### src/rtl/ign_sched.sv
// Ignition scheduler: per-tooth cylinder scan feeding two spark timers.
// Each tooth latches a snapshot, scans four cylinders, arms free channels.
module ign_sched (
  input  logic        clk,
  input  logic        rst,
  input  logic        tooth,
  input  logic [15:0] eng_phase,
  input  logic [15:0] next_tooth_width,
  input  logic [31:0] tooth_period,
  input  logic [63:0] spark_angle,
  input  logic [3:0]  cyl_en,
  output logic [3:0]  spark,
  output logic [1:0]  chan_busy,
  output logic        sched_busy,
  output logic [7:0]  drop_cnt,
  output logic        overrun
);

  typedef enum logic {IDLE, SCAN} state_t;

  state_t state_q, state_d;
  logic [1:0] idx_q, idx_d;

  logic [15:0] phase_q;
  logic [15:0] width_q;
  logic [31:0] period_q;
  logic [63:0] angle_q;
  logic [3:0]  en_q;

  logic [1:0]       act_q;
  logic [1:0][31:0] cnt_q;
  logic [1:0][1:0]  own_q;

  logic [3:0] spark_q, spark_d;
  logic [1:0] busy_q, busy_d;
  logic       sbusy_q, sbusy_d;
  logic [7:0] drop_q, drop_d;
  logic       ovr_q, ovr_d;

  logic [15:0] ang_cur;
  logic [15:0] diff;
  logic [40:0] shv;
  logic [31:0] delay;
  logic        owned;
  logic        qual;
  logic [1:0]  ld;
  logic [1:0]  fire;
  logic        drop;

  // FSM state register
  always_ff @(posedge clk) begin
    if (rst) begin
      state_q <= IDLE;
      idx_q   <= 2'd0;
    end else begin
      state_q <= state_d;
      idx_q   <= idx_d;
    end
  end

  // FSM next state: a tooth in IDLE starts a fixed 4-cycle scan
  always_comb begin
    state_d = state_q;
    idx_d   = idx_q;
    unique case (state_q)
      IDLE: begin
        if (tooth) begin
          state_d = SCAN;
          idx_d   = 2'd0;
        end
      end
      SCAN: begin
        idx_d = idx_q + 2'd1;
        if (idx_q == 2'd3) state_d = IDLE;
      end
      default: state_d = IDLE;
    endcase
  end

  // Snapshot of engine inputs taken only when a scan is accepted
  always_ff @(posedge clk) begin
    if (state_q == IDLE && tooth) begin
      phase_q  <= eng_phase;
      width_q  <= next_tooth_width;
      period_q <= tooth_period;
      angle_q  <= spark_angle;
      en_q     <= cyl_en;
    end
  end

  // Window test and delay for the cylinder under scan
  always_comb begin
    ang_cur = angle_q[{idx_q, 4'b0000} +: 16];
    diff    = ang_cur - phase_q;
    shv     = 41'((48'(period_q) * 48'(diff)) >> 7);
    delay   = (|shv[40:32]) ? 32'hFFFF_FFFF : shv[31:0];
    owned   = (act_q[0] && own_q[0] == idx_q) ||
              (act_q[1] && own_q[1] == idx_q);
    qual    = (state_q == SCAN) && en_q[idx_q] &&
              (diff != 16'd0) && (diff <= width_q) && !owned;
  end

  // FSM outputs: channel allocation, expiry, flags
  always_comb begin
    ld      = 2'b00;
    drop    = 1'b0;
    fire    = 2'b00;
    spark_d = 4'b0000;
    if (qual) begin
      if (!act_q[0])      ld[0] = 1'b1;
      else if (!act_q[1]) ld[1] = 1'b1;
      else                drop  = 1'b1;
    end
    for (int j = 0; j < 2; j++) begin
      fire[j] = act_q[j] && (cnt_q[j] == 32'd0);
      if (fire[j]) spark_d = spark_d | (4'b0001 << own_q[j]);
    end
    busy_d  = ld | act_q;
    sbusy_d = (state_d == SCAN);
    ovr_d   = ovr_q | (tooth && state_q == SCAN);
    drop_d  = drop_q;
    if (drop && drop_q != 8'hFF) drop_d = drop_q + 8'd1;
  end

  // Timer channels: load, count down, release on expiry
  always_ff @(posedge clk) begin
    if (rst) begin
      act_q <= 2'b00;
      cnt_q <= '0;
      own_q <= '0;
    end else begin
      for (int j = 0; j < 2; j++) begin
        if (ld[j]) begin
          act_q[j] <= 1'b1;
          cnt_q[j] <= delay;
          own_q[j] <= idx_q;
        end else if (fire[j]) begin
          act_q[j] <= 1'b0;
        end else if (act_q[j]) begin
          cnt_q[j] <= cnt_q[j] - 32'd1;
        end
      end
    end
  end

  // Registered outputs
  always_ff @(posedge clk) begin
    if (rst) begin
      spark_q <= 4'b0000;
      busy_q  <= 2'b00;
      sbusy_q <= 1'b0;
      drop_q  <= 8'd0;
      ovr_q   <= 1'b0;
    end else begin
      spark_q <= spark_d;
      busy_q  <= busy_d;
      sbusy_q <= sbusy_d;
      drop_q  <= drop_d;
      ovr_q   <= ovr_d;
    end
  end

  assign spark      = spark_q;
  assign chan_busy  = busy_q;
  assign sched_busy = sbusy_q;
  assign drop_cnt   = drop_q;
  assign overrun    = ovr_q;

endmodule
### config.mk
export PLATFORM = sky130hd
export DESIGN_NAME = ign_sched
export DESIGN_NICKNAME = d
export VERILOG_FILES = /design/src/rtl/ign_sched.sv
export SDC_FILE = /design/constraint.sdc
export NUM_CORES = 2
export LEC_CHECK = 0
export CAP_MARGIN = 40
export CORE_AREA = 2 2 265 215
export CTS_BUF_LIST = sky130_fd_sc_hd__clkbuf_8
export CTS_CLUSTER_DIAMETER = 200
export DETAILED_ROUTE_END_ITERATION = 8
export DIE_AREA = 0 0 267 217
export PLACE_DENSITY = 0.74
export SYNTH_ARGS = -nofsm -noshare
export SYNTH_HDL_FRONTEND = slang
export SYNTH_SLANG_ARGS = --single-unit
### constraint.sdc
create_clock -name clk -period 13.9 [get_ports clk]
set_input_delay 2.085 -clock clk [delete_from_list [all_inputs] [get_ports clk]]
set_output_delay 2.085 -clock clk [all_outputs]
set_load 0.02 [all_outputs]
# Yosys cells after proc, flatten, opt, wreduce, memory -nomap -nowiden
# Cells that the tools add are included.
# op_classes
n_addsub	5
multipliers	1
n_div	0
magnitude_cmp	2
eq_ne	7
n_shift	3
mux	27
bitwise	4
n_reduce_logical	23
# ops
cell	count
32-bit 2-to-1 mux	7
32-bit logical NOT	2
64-bit by 7-bit variable part select with 16-bit output	1
32-bit by 1-bit subtractor with 32-bit output, second input constant	2
32-bit by 16-bit multiplier with 48-bit output	1
16-bit less-or-equal comparator	1
16-bit nonzero test	1
16-bit subtractor	1
1-bit 2-to-1 mux	13
1-bit logical AND	11
9-bit OR reduction	1
8-bit by 1-bit adder with 8-bit output, second input constant	1
4-bit 2-to-1 mux	2
8-bit inequality test, second input constant	1
2-bit nonzero test	4
1-bit by 2-bit left shift with 4-bit output, first input constant	2
2-bit inequality test, second input constant	3
2-bit == test	2
2-bit 2-to-1 mux	2
4-bit bitwise OR	1
2-bit case mux with 2 select lines	1
2-bit AND reduction	2
2-bit by 3-bit less-than comparator with 1-bit output, second input constant	1
2-bit by 1-bit adder with 2-bit output, second input constant	1
other kinds (8)	8
# totals
ff_bits	220
latch_bits	0
mem_bits_rw	0
romBits	0
input_bits	135
word_cells	89
memories	0

# Logic depth before layout (Yosys ltp)
# depth
word_depth	9
ltp_mapped	39
depth_no_buf	33

# Least setup slack after synthesis
# Ideal clock, no wire load.
# synth_timing
path_type	register to register
from	register idx_q[0]
to	register cnt_q[2] in the netlist's numbering
setup_time_ns	0.116
t_arrival_ns	9.493
path_slack_ns	4.291
stages_incl_launch_ff	34
synth_period_minus_slack_ns	9.609
cell_sequence	dfxtp_1 clkbuf_1 buf_2 buf_1 mux4_2 ha_1 clkbuf_1 a21oi_1 nand3_1 or3_1 nand4_1 nand3_1 inv_1 clkbuf_1 and2_1 fa_1 fa_1 fa_1 fa_1 fa_1 inv_1 fa_1 inv_1 ha_1 nand4_2 or3_1 o32a_1 a2111oi_2 a311oi_1 a2111oi_2 and4_4 nand2_4 or3_1 and3_1
# synth_via
elab_chain_len	9
word_cells_on_any_way	24
classes_between	add/sub (1); mul (1); order compare (1); eq/ne (3); shift (1); mux (5); reduce/logical (12)
# synth_rtl
element	line_no	rtl
start, declared	22	logic [1:0] idx_q, idx_d;
start signal, assigned	57	idx_q <= idx_d;
parallel branches: the longest is 9 deep, another holds 32-bit by 16-bit multiplier with 48-bit output	-	
end signal, assigned by index	135	cnt_q[j] <= delay;
end signal, assigned by index	140	cnt_q[j] <= cnt_q[j] - 32'd1;
end, declared	31	logic [1:0][31:0] cnt_q;
# Parallel ways; which one is timed is not known. The select of a mux whose other input is x is not followed.
# A chain may end at the register's enable or synchronous reset.

# Worst setup path after layout
# layout_timing
from	register idx_q[1]
to	register cnt_q[56] in the netlist's numbering
# The elaborated chain is that of the path after synthesis.

==> summary.md <==
| Metric | Value |
|---|---|
| R2R Setup Slk | `slightly below 3 ns` |
| Path category of the worst min-delay check | `flop to flop` |
| Clock-pin slew of the registers on the worst-case setup and hold paths | `roughly 0.060 ns` |
| Post-DR vias/cell | `approximately 5.5` |
| Synth Area in XOR/XNOR | `~2.8%` |
| Vertical die dimension | `217 microns` |
| Total of buffers placed on input and output ports | `150` |
| Largest family of logic cells by synthesized area | `adder cells` |
| Largest net degree at the start of global routing | `73` |
| Share of the yosys chip area belonging to registers | `a little over a fifth` |
| Element type at the critical path end | `flop` |
| Critical register-to-register path endpoint | `cnt_q[56]` |
| Routability congestion estimate from global placement | `0.9880` |
| Startpoint kind of the worst setup timing path | `flop` |
| Starting Density | `around half` |
| Count of hold-fix buffers inserted at cts | `0` |
| Area of the multi-input gates | `roughly 0.019 sq mm` |
| Most used DFF post-synth | `sky130_fd_sc_hd__edfxtp_1` |
| HPWL after detailed placement | `about 53 mm` |
| RSZ-0062 raised after global routing | `false` |
| Number of CTS-inserted buffers | `39` |
| Top library cells by usage in the layout, fill and taps aside | `578 x sky130_fd_sc_hd__inv_1, 421 x sky130_fd_sc_hd__nand2_1, 418 x sky130_fd_sc_hd__fa_1` |
| Gr ovfl total | `0` |
| Post-synthesis share of cell area spent on full adders, half adders and majority gates | `around 38%` |
| Status | `finished, final reports clean` |
| Chip width | `267 microns` |
| Source-to-sink clock delay at the later pin of the worst-skew pair | `approximately 0.65 ns` |
| Die area | `between 0.05 and 0.06 sq mm` |
| Most common cell type on the critical path | `sky130_fd_sc_hd__fa_1` |
| Vias | `around 21,000` |
| Proportion of layout cells with a drive suffix above 1 | `just under 5%` |
| Area growth from synthesis to layout | `11.05%` |
| Hold Violations, Final | `0` |
| Count of instances resized after the clock tree is built | `0` |
| Arrival time at the worst endpoint | `around 11 ns` |
| Measured slew at the worst slew-check pin | `0.8959 ns` |
| Most frequent standard cell in the layout excluding fill and tap cells | `sky130_fd_sc_hd__inv_1` |
| Number of H-tree levels | `2` |
| Highest achievable clock rate | `90.97 MHz` |
| Final Skew | `between 0.04 and 0.05 ns` |
| Clock net sink count | `220` |
| Delay of the slowest critical-path stage | `0.70 ns` |
| Post-Route Setup TNS | `0 ns` |
| Placed Cells | `~3,800` |
| Number of cells on the worst reg-to-reg path | `34` |
| Critical path's slowest cell | `sky130_fd_sc_hd__dfxtp_1` |
| FF+latch count, synth | `between 200 and 250` |
| Synthesized area divided by synthesized cell count | `between 9 and 10 sq um` |
| Layout net count | `roughly 3,800` |
| Final clock period utilization by the worst path | `about four fifths` |
| Async S/R FF share, synth | `0%` |
| Critical-path maximum fanout | `27` |
| Area occupied by registers | `0.005725 sq mm` |
| Antenna violations before repair | `0` |
| I/O pin count | `approximately 150` |
| First-pass GRT wire length | `around 120 mm` |
| Fraction of the mapped netlist area in simple logic gates | `17.22%` |
| Number of violations of the max-capacitance limit | `0` |
| Fill cells | `4,989` |
| Number of synthesized flops with an enable pin | `132` |
| Total placed instance area | `~0.030 sq mm` |
| Area of the mapped netlist | `about 0.027 sq mm` |
| Synthesized instance count | `about 3,000` |
| Slew Limit Headroom | `about two fifths` |
| Sum of routed wire length over all layers | `between 70 and 80 mm` |
| Fraction of the mapped netlist area in compound gates | `about a tenth` |
| DR WL/cell | `18.20 microns` |
| Final Critical Period | `about 11 ns` |
| Final count of pins violating max slew | `0` |
| Post-DRT Antenna Nets | `0` |
| Length of the first detailed-routing pass in iterations | `5` |
| Vias in the first global route | `22,121` |
| Share of synthesized area spent on multiplexers | `~1.5%` |
| Data required time of the worst path | `~14 ns` |
| Layout Cells excl Fill | `between 3,000 and 4,000` |
| Post-Syn Nets | `3,720` |
| Antenna fix cells | `0` |
| Critical path origin | `idx_q[1]` |
| Synth cell types | `81` |
| TritonCTS clock tree | `yes` |
| Number of remaining DRC errors | `0` |
| CTS Root Buffer Type | `sky130_fd_sc_hd__clkbuf_8` |
| Final setup viols | `0` |
| Number of buffers on the longest clock path | `3` |
| Combined global-route utilization of all metal layers | `25.42%` |
| Worst setup path category | `flop to flop` |
| Summed area of non-filler cells in the final layout | `~0.030 sq mm` |
| Std-Cell Core Area | `roughly 0.056 sq mm` |
| Critical path endpoint | `cnt_q[56]` |
| Number of instances on the worst hold path | `2` |
| Row Count | `about 80` |
| Startpoint of the most critical register-to-register path | `idx_q[1]` |
| Violation count after the first detailed-route iteration | `1,738` |
| Warnings, synthesis | `0` |
| Buffers inserted during post-CTS setup optimization | `0` |
critical path: cells and delay by family (launching register included):
kind / cells / cell delay [ns]
AO/OA/AOI/OAI: 6 / 1.45
multiplexers: 1 / 0.21
buffers and inverters: 9 / 1.51
flip-flops: 1 / 0.70
AND/OR/NAND/NOR: 7 / 1.95
adder cells (fa/ha/maj): 9 / 4.08
XOR/XNOR: 2 / 0.88
registers in the layout, indices dropped and copies added (netlist names):
signal / cells
cnt_q: 64
chan_busy: 2
en_q: 4
width_q: 16
act_q: 2
drop_cnt: 8
sched_busy: 1
spark: 4
phase_q: 16
own_q: 4
overrun: 1
idx_q: 2
period_q: 32
angle_q: 64
cells by family (layout without fill, tap and decap cells):
group,count (synthesis),count (layout)
xor gates and xnor gates,87,87
buffers and inverters,724,822
muxes,21,21
adders and majority gates,571,571
and+or+nand+nor,969,969
DFF,220,220
AOI/OAI and AO/OA,422,422
final cells by class:
cell class / count / area share [%]
multi-input cells: 2070 / 62.48
clock inverters: 28 / 0.8927
repair buffers: 180 / 5.685
well taps: 760 / 3.126
clock buffers: 43 / 1.946
inverters: 571 / 7.047
flip-flops and latches: 220 / 18.82
cell usage after synthesis (31+ instances only):
| master | number | area (sq um) |
|---|---|---|
| sky130_fd_sc_hd__inv_1 | 570 | 2140 |
| sky130_fd_sc_hd__nand2_1 | 421 | 1580 |
| sky130_fd_sc_hd__fa_1 | 418 | 8368 |
| sky130_fd_sc_hd__and2_1 | 158 | 988.5 |
| sky130_fd_sc_hd__ha_1 | 153 | 1914 |
| sky130_fd_sc_hd__a21oi_1 | 146 | 730.7 |
| sky130_fd_sc_hd__edfxtp_1 | 132 | 3964 |
| sky130_fd_sc_hd__clkbuf_1 | 123 | 461.7 |
| sky130_fd_sc_hd__nor2_1 | 110 | 412.9 |
| sky130_fd_sc_hd__dfxtp_1 | 88 | 1762 |
| sky130_fd_sc_hd__o21ai_0 | 77 | 385.4 |
| sky130_fd_sc_hd__nor3_1 | 49 | 245.2 |
| sky130_fd_sc_hd__xnor2_1 | 44 | 385.4 |
| sky130_fd_sc_hd__xor2_1 | 43 | 376.6 |
| sky130_fd_sc_hd__nand4_1 | 41 | 256.5 |
| sky130_fd_sc_hd__nand2b_1 | 39 | 244.0 |
| sky130_fd_sc_hd__nand3_1 | 31 | 155.2 |
routing by layer:
layer	track usage (%)	vias up	routed length, microns
li1	-	9776	-
met1	34.47	10553	29690
met2	41.20	837	32630
met3	4.345	154	5673
met4	9.232	0	2484
met5	0	-	0
how the worst min path moves through the flow:
stage / start / end / slack [ns]
finish: overrun / overrun / 0.49
global route: overrun / overrun / 0.51
CTS: overrun / overrun / 0.49
detailed placement: overrun / overrun / 0.47
global placement: overrun / overrun / 0.45
floorplan: cnt_q[27] / cnt_q[27] / 0.47
per-stage QoR:
stage	util [%]	hold WS, ns	worst slack [ns]
6_report	54.58	0.4860	2.908
5_1_grt	54.58	0.5062	2.137
4_1_cts	54.58	0.4854	3.012
3_5_place_dp	53.03	0.4718	3.105
3_3_place_gp	52.99	0.4537	3.209
2_1_floorplan	-	0.4701	4.291
Power is left out: the tool's default activity adds up to more than one toggle a clock period on the data nets, which glitch-free logic cannot reach.
